$ cat config.mk
export PLATFORM = sky130hd
export DESIGN_NAME = uart_click_tx
export DESIGN_NICKNAME = d
export VERILOG_FILES = /design/src/rtl/uart_click_tx.sv
export SDC_FILE = /design/constraint.sdc
export NUM_CORES = 1
export LEC_CHECK = 0
export ABC_AREA = 0
export BUFFER_PORTS_ARGS = -buffer_cell sky130_fd_sc_hd__clkbuf_2
export CORE_MARGIN = 5
export CORE_UTILIZATION = 40
export CTS_BUF_LIST = sky130_fd_sc_hd__clkbuf_4
export CTS_CLUSTER_DIAMETER = 30
export DETAILED_ROUTE_END_ITERATION = 6
export PLACE_DENSITY = 0.67
export SLEW_MARGIN = 0
export SYNTH_ARGS = -nofsm -noshare
export SYNTH_HDL_FRONTEND = slang
export SYNTH_SLANG_ARGS = --single-unit
export TNS_END_PERCENT = 30
$ cat constraint.sdc
create_clock -name clk -period 3.1 [get_ports clk]
set_clock_uncertainty 0.1 [all_clocks]
set_input_delay 0.155 -clock clk [delete_from_list [all_inputs] [get_ports clk]]
set_output_delay 0.155 -clock clk [all_outputs]
set_load 0.02 [all_outputs]
$ cat src/rtl/uart_click_tx.sv
// Click transmitter: each click_pulse queues one 8N1 UART frame carrying CLICK_BYTE.
// A saturating pending counter holds clicks that arrive while a frame is on the line.
module uart_click_tx #(
    parameter int unsigned CLK_FREQ   = 65_000_000,
    parameter int unsigned BAUD       = 115_200,
    parameter logic [7:0]  CLICK_BYTE = 8'hA5,
    parameter int unsigned QUEUE_MAX  = 7
) (
    input  logic       clk,
    input  logic       rst,
    input  logic       click_pulse,
    output logic       tx_out,
    output logic       busy,
    output logic [2:0] pending_cnt,
    output logic       dropped
);

    localparam int unsigned BIT_CYC = CLK_FREQ / BAUD;
    localparam int unsigned CW      = (BIT_CYC > 1) ? $clog2(BIT_CYC) : 1;
    localparam logic [CW-1:0] LAST  = CW'(BIT_CYC - 1);
    localparam logic [2:0]    QMAX  = 3'(QUEUE_MAX);

    generate
        if (BIT_CYC < 2) begin : g_bad_bit_cyc
            $error("uart_click_tx: CLK_FREQ/BAUD must be at least 2");
        end
        if (QUEUE_MAX < 1 || QUEUE_MAX > 7) begin : g_bad_queue_max
            $error("uart_click_tx: QUEUE_MAX must be in 1..7");
        end
    endgenerate

    typedef enum logic [1:0] {IDLE, START, DATA, STOP} state_t;

    state_t        state, state_n;
    logic [CW-1:0] cyc_cnt, cyc_cnt_n;
    logic [2:0]    bit_idx, bit_idx_n;
    logic [7:0]    shreg, shreg_n;
    logic          tx_n;
    logic          accept;
    logic          bit_done;

    assign bit_done = (cyc_cnt == LAST);
    assign busy     = (state != IDLE);

    always_comb begin
        state_n   = state;
        cyc_cnt_n = cyc_cnt + CW'(1);
        bit_idx_n = bit_idx;
        shreg_n   = shreg;
        accept    = 1'b0;
        unique case (state)
            IDLE: begin
                cyc_cnt_n = '0;
                if (pending_cnt != '0) begin
                    accept  = 1'b1;
                    state_n = START;
                    shreg_n = CLICK_BYTE;
                end
            end
            START: begin
                if (bit_done) begin
                    state_n   = DATA;
                    cyc_cnt_n = '0;
                    bit_idx_n = '0;
                end
            end
            DATA: begin
                if (bit_done) begin
                    cyc_cnt_n = '0;
                    shreg_n   = {1'b0, shreg[7:1]};
                    if (bit_idx == 3'd7) state_n = STOP;
                    else                 bit_idx_n = bit_idx + 3'd1;
                end
            end
            STOP: begin
                if (bit_done) begin
                    cyc_cnt_n = '0;
                    if (pending_cnt != '0) begin
                        accept  = 1'b1;
                        state_n = START;
                        shreg_n = CLICK_BYTE;
                    end else begin
                        state_n = IDLE;
                    end
                end
            end
            default: state_n = IDLE;
        endcase

        // tx_out is registered from the next-state view so the line level lines up with busy.
        unique case (state_n)
            START:   tx_n = 1'b0;
            DATA:    tx_n = shreg_n[0];
            default: tx_n = 1'b1;
        endcase
    end

    assign dropped = click_pulse && !accept && (pending_cnt == QMAX);

    always_ff @(posedge clk or negedge rst) begin
        if (!rst) begin
            state   <= IDLE;
            cyc_cnt <= '0;
            bit_idx <= '0;
            shreg   <= '0;
            tx_out  <= 1'b1;
        end else begin
            state   <= state_n;
            cyc_cnt <= cyc_cnt_n;
            bit_idx <= bit_idx_n;
            shreg   <= shreg_n;
            tx_out  <= tx_n;
        end
    end

    always_ff @(posedge clk or negedge rst) begin
        if (!rst) begin
            pending_cnt <= '0;
        end else if (click_pulse && !accept) begin
            if (pending_cnt != QMAX) pending_cnt <= pending_cnt + 3'd1;
        end else if (!click_pulse && accept) begin
            pending_cnt <= pending_cnt - 3'd1;
        end
    end

endmodule
# Word-level counts from Yosys, hierarchy flattened
# Cells that the tools add are included.
[totals]
in_bits = 3
elab_cells = 64
output_inout_bits = 6
reg_bits = 27
[classes]
mux = 24
n_reduce_logical = 15
addsub = 4
eq_ne = 14
[op_table]
columns = ["operator", "count"]
rows = [
  ["8-bit two-way mux", 3],
  ["8-bit one-hot mux with 3 select lines", 1],
  ["10-bit one-hot mux with 2 select lines", 1],
  ["3-bit two-way mux", 6],
  ["10-bit by 1-bit adder with 10-bit output, second input constant", 1],
  ["10-bit equality test, second input constant", 1],
  ["10-bit two-way mux", 1],
  ["2-bit two-way mux", 5],
  ["2-bit inequality test, second input constant", 4],
  ["2-bit one-hot mux with 4 select lines", 1],
  ["3-bit by 1-bit adder with 3-bit output, second input constant", 2],
  ["2-bit equality test, second input constant", 3],
  ["3-bit equality test, second input constant", 2],
  ["3-bit one-hot mux with 2 select lines", 1],
  ["2-bit nonzero test", 3],
  ["3-bit nonzero test", 2],
  ["2-bit by 1-bit equality test with 1-bit output, second input constant", 2],
  ["1-bit one-hot mux with 2 select lines", 2],
  ["4-bit AND reduction", 1],
  ["1-bit logical AND", 3],
  ["1-bit two-way mux", 3],
  ["3-bit inequality test, second input constant", 1],
  ["3-bit AND reduction", 1],
  ["3-bit OR reduction", 1],
  ["other kinds (5)", 6],
]

# Longest topological paths before layout
# Gate-level depths: netlist (run 1).
[logic_depth]
ltp_word = 8
mapped_depth = 10
mapped_depth_nobuf = 9

# Worst setup path after synthesis (run 1)
# Ideal clock, no wire load.
[synth_path]
kind = "register to register"
startpoint = "register state[0]"
endpoint = "register pending_cnt[2]"
period_less_slack_ns = 2.759
t_required_ns = 2.910
arrival_time_ns = 2.569
slack_ns = 0.341
stages_incl_launch_ff = 10
path_buffers = 1
setup_ns = 0.090
cell_sequence = "dfrtp_1 inv_1 ha_1 clkdlybuf4s50_2 nand2_1 a21o_1 nand2_1 fa_1 or4_1 o221ai_1"
[synth_via]
elab_chain_len = 6
elab_cells_between_ends = 10
classes_between = "2 x eq/ne; 2 x mux; 6 x reduce/logical"
[synth_lines]
columns = ["element", "line_no", "rtl"]
rows = [
  ["start, declared", "34", "state_t state, state_n;"],
  ["start signal, assigned", "108", "state <= state_n;"],
  ["2-bit equality test or 2-bit logical NOT (tied branches)", "51", "unique case (state)"],
  ["1-bit one-hot mux with 2 select lines *", "51", ""],
  ["1-bit logical NOT", "119", "end else if (click_pulse && !accept) begin"],
  ["1-bit logical AND", "119", ""],
  ["2-bit by 1-bit inequality test with 1-bit output (no line) or 2-bit nonzero test (tied branches)", "--", ""],
  ["2-bit AND reduction (no line)", "--", ""],
  ["end signal, assigned", "120", "if (pending_cnt != QMAX) pending_cnt <= pending_cnt + 3'd1;"],
  ["end signal, assigned", "122", "pending_cnt <= pending_cnt - 3'd1;"],
  ["end, declared", "14", "output logic [2:0] pending_cnt,"],
]
# Mark *: on every way between the ends. The rest lies on a longest branch, timed or not.
# A chain may end at the register's enable or synchronous reset.

# Worst setup path in the final report (run 1)
[layout_path]
startpoint = "register pending_cnt[1]"
endpoint = "register pending_cnt[2]"
[layout_via]
elab_chain_len = 8
elab_cells_between_ends = 16
classes_between = "2 x add/sub; 2 x eq/ne; 6 x mux; 6 x reduce/logical"
[layout_lines]
columns = ["element", "line_no", "rtl"]
rows = [
  ["3-bit nonzero test", "54, 78", ""],
  ["1-bit two-way mux", "54, 78", ""],
  ["1-bit two-way mux", "76", "if (bit_done) begin"],
  ["1-bit one-hot mux with 2 select lines", "51", ""],
  ["1-bit logical NOT", "119", ""],
  ["1-bit logical AND", "119", ""],
  ["2-bit by 1-bit inequality test with 1-bit output (no line) or 2-bit nonzero test (tied branches)", "--", ""],
  ["2-bit AND reduction (no line)", "--", ""],
]
# Parallel ways exist; a longest one is shown, timed or not. The select of a mux whose other input is x is not followed.

==> results of run 1 <==
logic make-up after synthesis:
kind of cell,count (synthesis)
AOI/OAI and AO/OA,38
xor gates and xnor gates,9
adders and majority gates,8
buffers and inverters,11
DFF,27
muxes,2
and+or+nand+nor,64
final cells by class:
class | count | area [um2]
Clock buffer | 3 | 22.5
Clock inverter | 1 | 7.51
Timing Repair Buffer | 11 | 65.1
Inverter | 5 | 18.8
Fill cell | 386 | 2230
Tap cell | 50 | 62.6
Multi-Input combinational cell | 121 | 860
Sequential cell | 27 | 677
sequential cells by signal, indices dropped and copies added (netlist names):
| name | cells |
|---|---|
| bit_idx | 3 |
| state | 2 |
| shreg | 8 |
| tx_out | 1 |
| cyc_cnt | 10 |
| pending_cnt | 3 |
placed cells by master, fill, tap and decap left out, types with 3 or more instances in the layout:
| master | n |
|---|---|
| clkbuf_4 | 3 |
| inv_1 | 5 |
| and2_1 | 3 |
| ha_1 | 7 |
| clkbuf_2 | 8 |
| xnor2_1 | 3 |
| nand4_1 | 4 |
| dfrtp_1 | 26 |
| a22o_1 | 4 |
| xor2_1 | 6 |
| nand3_1 | 4 |
| nand2_1 | 14 |
| o21ai_0 | 9 |
| a21oi_1 | 8 |
| nor2_1 | 18 |
tightest hold or removal path, stage by stage:
cell,delay (ps)
clkbuf_2,180
nand3_1,110
o221ai_1,110
metrics by stage:
stage | hold slack [ps] | area, um2
after CTS | 145 | 1710
final | 157 | 1710
after detailed placement | 115 | 1670
after floorplan | -241 | 1610
after global routing | 167 | 1710
after global placement | 102 | 1670
where the power goes:
group / switching (W) / total [W] / internal, W
clock network: 0.000112 / 0.000161 / 0.0000495
logic: 0.000339 / 0.000559 / 0.000220
registers: 0.000104 / 0.000537 / 0.000433
metal layers:
metal | GRT usage, % | vias up | wire (um)
li1 | - | 599 | -
met1 | 17.6 | 628 | 1510
met2 | 20.9 | 18 | 1500
met3 | 3.28 | 4 | 90
met4 | 3.22 | 0 | 29
met5 | 0 | - | 0
final timing paths:
kind	to	depth (start not counted)	slack [ps]
min reg2reg	cyc_cnt[0]	1	360
max reg2reg	pending_cnt[2]	7	380
max in group asynchronous	pending_cnt[0]	2	2210
max	pending_cnt[2]	7	380
min in group asynchronous	cyc_cnt[8]	2	270
min	pending_cnt[2]	3	160
==> results.toml, run 1 <==
[status]
status = "completed"

[cells_and_area]
final_util_pct = 43.4
area_growth_pct = 6.37
fin_nets = 180
n_antenna_cell = 0
fin_cells = 218
drive_gt1_share_pct = 16.1

[detailed_routing]
wl_per_cell_um = 14.3
vias = 1249
ant_nets = 0
routed_wl_um = 3130
drtIter0Drc = 98
dr.pass1.iters = 6
drc_errors = 0
viasPerCell = 5.73

[placement]
numPortBuffers = 8
gp_congestion = 0.858
dp.cells = 213
post-place-ws_ps = 422
dpl.hpwl_um = 2300

[synth]
synth_xor_area_share_pct = 4.90
synth_compound_area_share_pct = 17.0
avgSynthCellArea_um2 = 10.1
ys_ff_latch = 27
postSynth.asyncResetShare_pct = 100
yosysTopAreaCell = "dfrtp_1"
synth_fp_nets = 170
syn-cell-area_mm2 = 0.00161
yosysWarnings = 0
synth-edff-count = 0
synth_top_area_share_pct = 40.4
muxShareOfSynthArea_pct = 1.24
synth_common_cells = "dfrtp_1 (26), nor2_1 (18), nand2_1 (14), o21ai_0 (9), a21oi_1 (8)"
yosys.area_share.simple_pct = 23.5
synth_cell_types = 50
synth_fa_ha_area_share_pct = 6.68
syn_inst = 159
ys_seq_area_share_pct = 42.0
synthTopCellsByArea = "dfrtp_1 (40%), ha_1 (5.4%), nor2_1 (4.2%)"
ys_dominant_reg_cell = "dfrtp_1"
synth_most_common_cell = "dfrtp_1"
synth_top_family_by_area = "simple AND/OR/NAND/NOR gates"

[timing]
post-route-period-util_pct = 87.6
tns_ps = 0
hold_viol = 0
final.setup.worst_slack_ps = 384
report.final.setup_viol = 0
max-slew-margin-rel_pct = 55.5
fmax_ghz = 0.368
rsz0062_at_grt = "no"
maxSlewViolCount = 0
worst_slew_pin_slew_ps = 668
fin_crit_ps = 2720

[critical_path]
crit_path_frequent_cell = "nand2_1"
worst_path_max_delay_cell = "or3_2"
crit_chain = "or3_2 > nand2_1 > a21o_1 > nand2_1 > fa_1 > or4_1 > o221ai_1"
crit_type = "reg -> reg"
critPathBufInv = 0
crit_family = "simple AND/OR/NAND/NOR gates"
critPathLaunchType = "flop"
startpoint = "pending_cnt[1]"
slowest_delay_ps = 540
critPathMaxFanout = 10
required_ps = 3260
end_kind = "flop"
r2r_start = "pending_cnt[1]"
arrival_ps = 2880

[min_path]
holdCritPathClass = "in -> reg"
min_from = "click_pulse"

[global_routing]
grt_pass1_wl_um = 5640
track_usage_pct = 13.0
grt-ovfl-total = 0
grt_max_degree = 28
grt_pass1_vias = 1268
antenna_found_initial = 0

[clock_tree]
clk_pin_slew_ps = 150
htreeDepth = 1
holdBufCountCts = 1
cts_buffers = 3
clock_path_buffers = 2
cts_num_sinks = 27
cts_setup_buffers = 0
post_cts_resized = 0
cts_root_buffer = "clkbuf_4"
clkLatencyLatePin_ps = 330
cts_tree = "built"

[power_and_ir_drop]
leakagePower_nw = 0.744
vdd_drop_max_v = 0.000535
power_density_mw_per_mm2 = 734
power_w = 0.00126

[floorplan]
num_rows = 23
die_w_um = 73.5
core_mm2 = 0.00394
io_pins = 9
die_y_um = 73.5
start_util_pct = 40.8
die_area_mm2 = 0.00539

[run]
drv_cap = 0
No activity file was read; power rests on OpenSTA's default activity.
==> run 2, diff against run 1 <==
--- a/config.mk
+++ b/config.mk
@@ -5,7 +5,7 @@
 export SDC_FILE = /design/constraint.sdc
 export NUM_CORES = 1
 export LEC_CHECK = 0
-export ABC_AREA = 0
+export ABC_AREA = 1
 export BUFFER_PORTS_ARGS = -buffer_cell sky130_fd_sc_hd__clkbuf_2
 export CORE_MARGIN = 5
 export CORE_UTILIZATION = 40
==> run 2 against run 1 <==
  * Setup slack gained 480 ps
  * Sequential share of layout area shrank 0.76 points
  * Final cell count grew 19%
  * First-iteration DRC count shrank 32%
  * Utilization grew 0.86 points
  * Clock-buffer cell count is the same
  * Synthesized area is essentially flat
  * Critical path type unchanged
  * Critical endpoint unchanged
  * Largest cell class unchanged
  * Largest power group is now registers
==> results.toml, run 2 <==
[floorplan]
start_util_pct = 40.8
die_area_mm2 = 0.00539
num_rows = 23
die_w_um = 73.4
die_y_um = 73.4
io_pins = 9
core_mm2 = 0.00394

[power_and_ir_drop]
power_density_mw_per_mm2 = 412
switching_power_w = 0.000246
power.internal_w = 0.000474
sw_frac_of_total_pct = 34.2
leakagePower_nw = 0.909
vdd_drop_max_v = 0.000263
p_comb_share_pct = 21.8
seqPwrFrac_pct = 55.5
clockPowerShare_pct = 22.7

[global_routing]
grt-ovfl-total = 0
grt_pass1_wl_um = 5420
track_usage_pct = 12.5
antenna_found_initial = 0
grt_max_degree = 28
grt_pass1_vias = 1238

[placement]
dpl.hpwl_um = 2270
placed_area_mm2 = 0.00171
post-place-ws_ps = 915
gp_congestion = 0.806
numPortBuffers = 8

[timing]
fin_crit_ps = 2230
fmax_ghz = 0.448
post-route-period-util_pct = 72.0
worst_slew_pin_slew_ps = 666
maxSlewViolCount = 0
tns_ps = 0
max-slew-margin-rel_pct = 55.6
report.final.setup_viol = 0
final.setup.worst_slack_ps = 867
rsz0062_at_grt = "no"
hold_viol = 0

[synth]
synth_compound_area_share_pct = 9.18
synth_fa_ha_area_share_pct = 6.69
synth_fp_nets = 208
yosysWarnings = 0
yosys.area_share.simple_pct = 32.7
synth_top_area_share_pct = 40.4
yosysTopAreaCell = "dfrtp_1"
synth_top_family_by_area = "simple AND/OR/NAND/NOR gates"
syn_inst = 197
syn-cell-area_mm2 = 0.00161
ys_ff_latch = 27
synth_cell_types = 33
avgSynthCellArea_um2 = 8.17
synth-edff-count = 0
synth_xor_area_share_pct = 1.09
synth_most_common_cell = "nand2_1"
synth_common_cells = "nand2_1 (44), inv_1 (31), dfrtp_1 (26), nand3_1 (19), nor2_1 (15)"
ys_seq_area_share_pct = 42.1
synthTopCellsByArea = "dfrtp_1 (40%), nand2_1 (10%), inv_1 (7.2%)"
ys_dominant_reg_cell = "dfrtp_1"
muxShareOfSynthArea_pct = 0
postSynth.asyncResetShare_pct = 100

[cells_and_area]
layout_common_cells = "nand2_1 (44), inv_1 (31), dfrtp_1 (26)"
reg.largest.list = "cyc_cnt (10), shreg (8)"
n_antenna_cell = 0
fin_nets = 221
final_common_cell = "nand2_1"
final_util_pct = 44.3
drive_gt1_share_pct = 15.8
top_register = "cyc_cnt"
area_growth_pct = 8.55
final_area_mm2 = 0.00175
largest_reg_flops = 10

[detailed_routing]
ant_nets = 0
wl_per_cell_um = 11.7
dr.pass1.iters = 4
drc_errors = 0
routed_wl_um = 3020
viasPerCell = 4.82
drtIter0Drc = 67
vias = 1248

[critical_path]
arrival_ps = 2390
r2r_start = "state[0]"
end_kind = "flop"
required_ps = 3250
reg2reg_to = "pending_cnt[2]"
startpoint = "state[0]"
ff2ff_setup_slack_ps = 870
critPathMaxFanout = 6
critPathLaunchType = "flop"
crit_type = "reg -> reg"
worst-r2r-cell-count = 11

[min_path]
hold-path-endpoint = "pending_cnt[2]"
holdCritPathClass = "in -> reg"
min_from = "click_pulse"
hold_depth = 4

[status]
status = "completed"

[clock_tree]
clk_pin_slew_ps = 160
post_cts_resized = 0
cts_root_buffer = "clkbuf_4"
cts_num_sinks = 27
clkLatencyLatePin_ps = 340
cts_tree = "built"
clock_path_buffers = 2
cts_buffers = 3
htreeDepth = 1

[run]
drv_cap = 0
[run 2: how the worst max path moves through the flow]
stage,to,slack (ps),cells after the start
6_report,pending_cnt[2],870,11
5_1_grt,pending_cnt[2],660,11
4_1_cts,pending_cnt[2],890,11
3_5_place_dp,pending_cnt[2],910,11
3_3_place_gp,pending_cnt[2],980,12
2_1_floorplan,pending_cnt[2],970,11
[run 2: logic make-up (layout without fill, tap and decap cells)]
| family | after synthesis | count (layout) |
|---|---|---|
| flip-flops | 27 | 27 |
| AND/OR/NAND/NOR | 104 | 104 |
| buffers and inverters | 35 | 47 |
| adder cells (fa/ha/maj) | 8 | 8 |
| XOR/XNOR | 2 | 2 |
| AO/OA/AOI/OAI | 21 | 21 |
[run 2: layer usage]
metal | vias up | track usage [%] | routed length, um
li1 | 655 | - | -
met4 | 0 | 4.02 | 21
met3 | 2 | 2.05 | 60
met1 | 579 | 16.7 | 1480
met2 | 12 | 20.5 | 1470
met5 | - | 0 | 0
[run 2: timing repair]
item                      in CTS  in global routing
buffers inserted               0                  0
hold buffers                   1                  0
hold endpoints to repair      26                  0
[run 2: cell type report]
cell class                 count  area, um2
inverter                      34        129
fill                         382       2200
tap                           50       62.6
sequential                    27        677
clock buffer                   3       22.5
timing repair buffer           9       50.0
multi-input combinational    135        798
clock inverter                 1       7.51
[run 2: critical path: stages, from the launching register on]
cell and delay, ps:
dfrtp_1 420, inv_1 120, ha_1 280, inv_1 170, nand2_1 120, nand3_2 100
nand2_1 100, fa_1 410, inv_1 90, nand4_1 100, nand3_1 100, nand2_1 50
[run 2: power groups by stage]
| stage | clock [W] | combinational [W] | sequential (W) |
|---|---|---|---|
| after floorplan | 0 | 0.0000844 | 0.000426 |
| after global placement | 0 | 0.000156 | 0.000406 |
| after detailed placement | 0 | 0.000157 | 0.000408 |
| after CTS | 0.000165 | 0.000159 | 0.000401 |
| after global routing | 0.000187 | 0.000180 | 0.000404 |
| final | 0.000163 | 0.000157 | 0.000400 |
[run 2: through the flow]
stage               total power (W)  hold WS (ps)  instances
global route               0.000770          77.2        259
detailed placement         0.000565           127        254
global placement           0.000563           124        254
CTS                        0.000724          72.9        259
floorplan                  0.000511          -241        197
finish                     0.000720          62.7        259
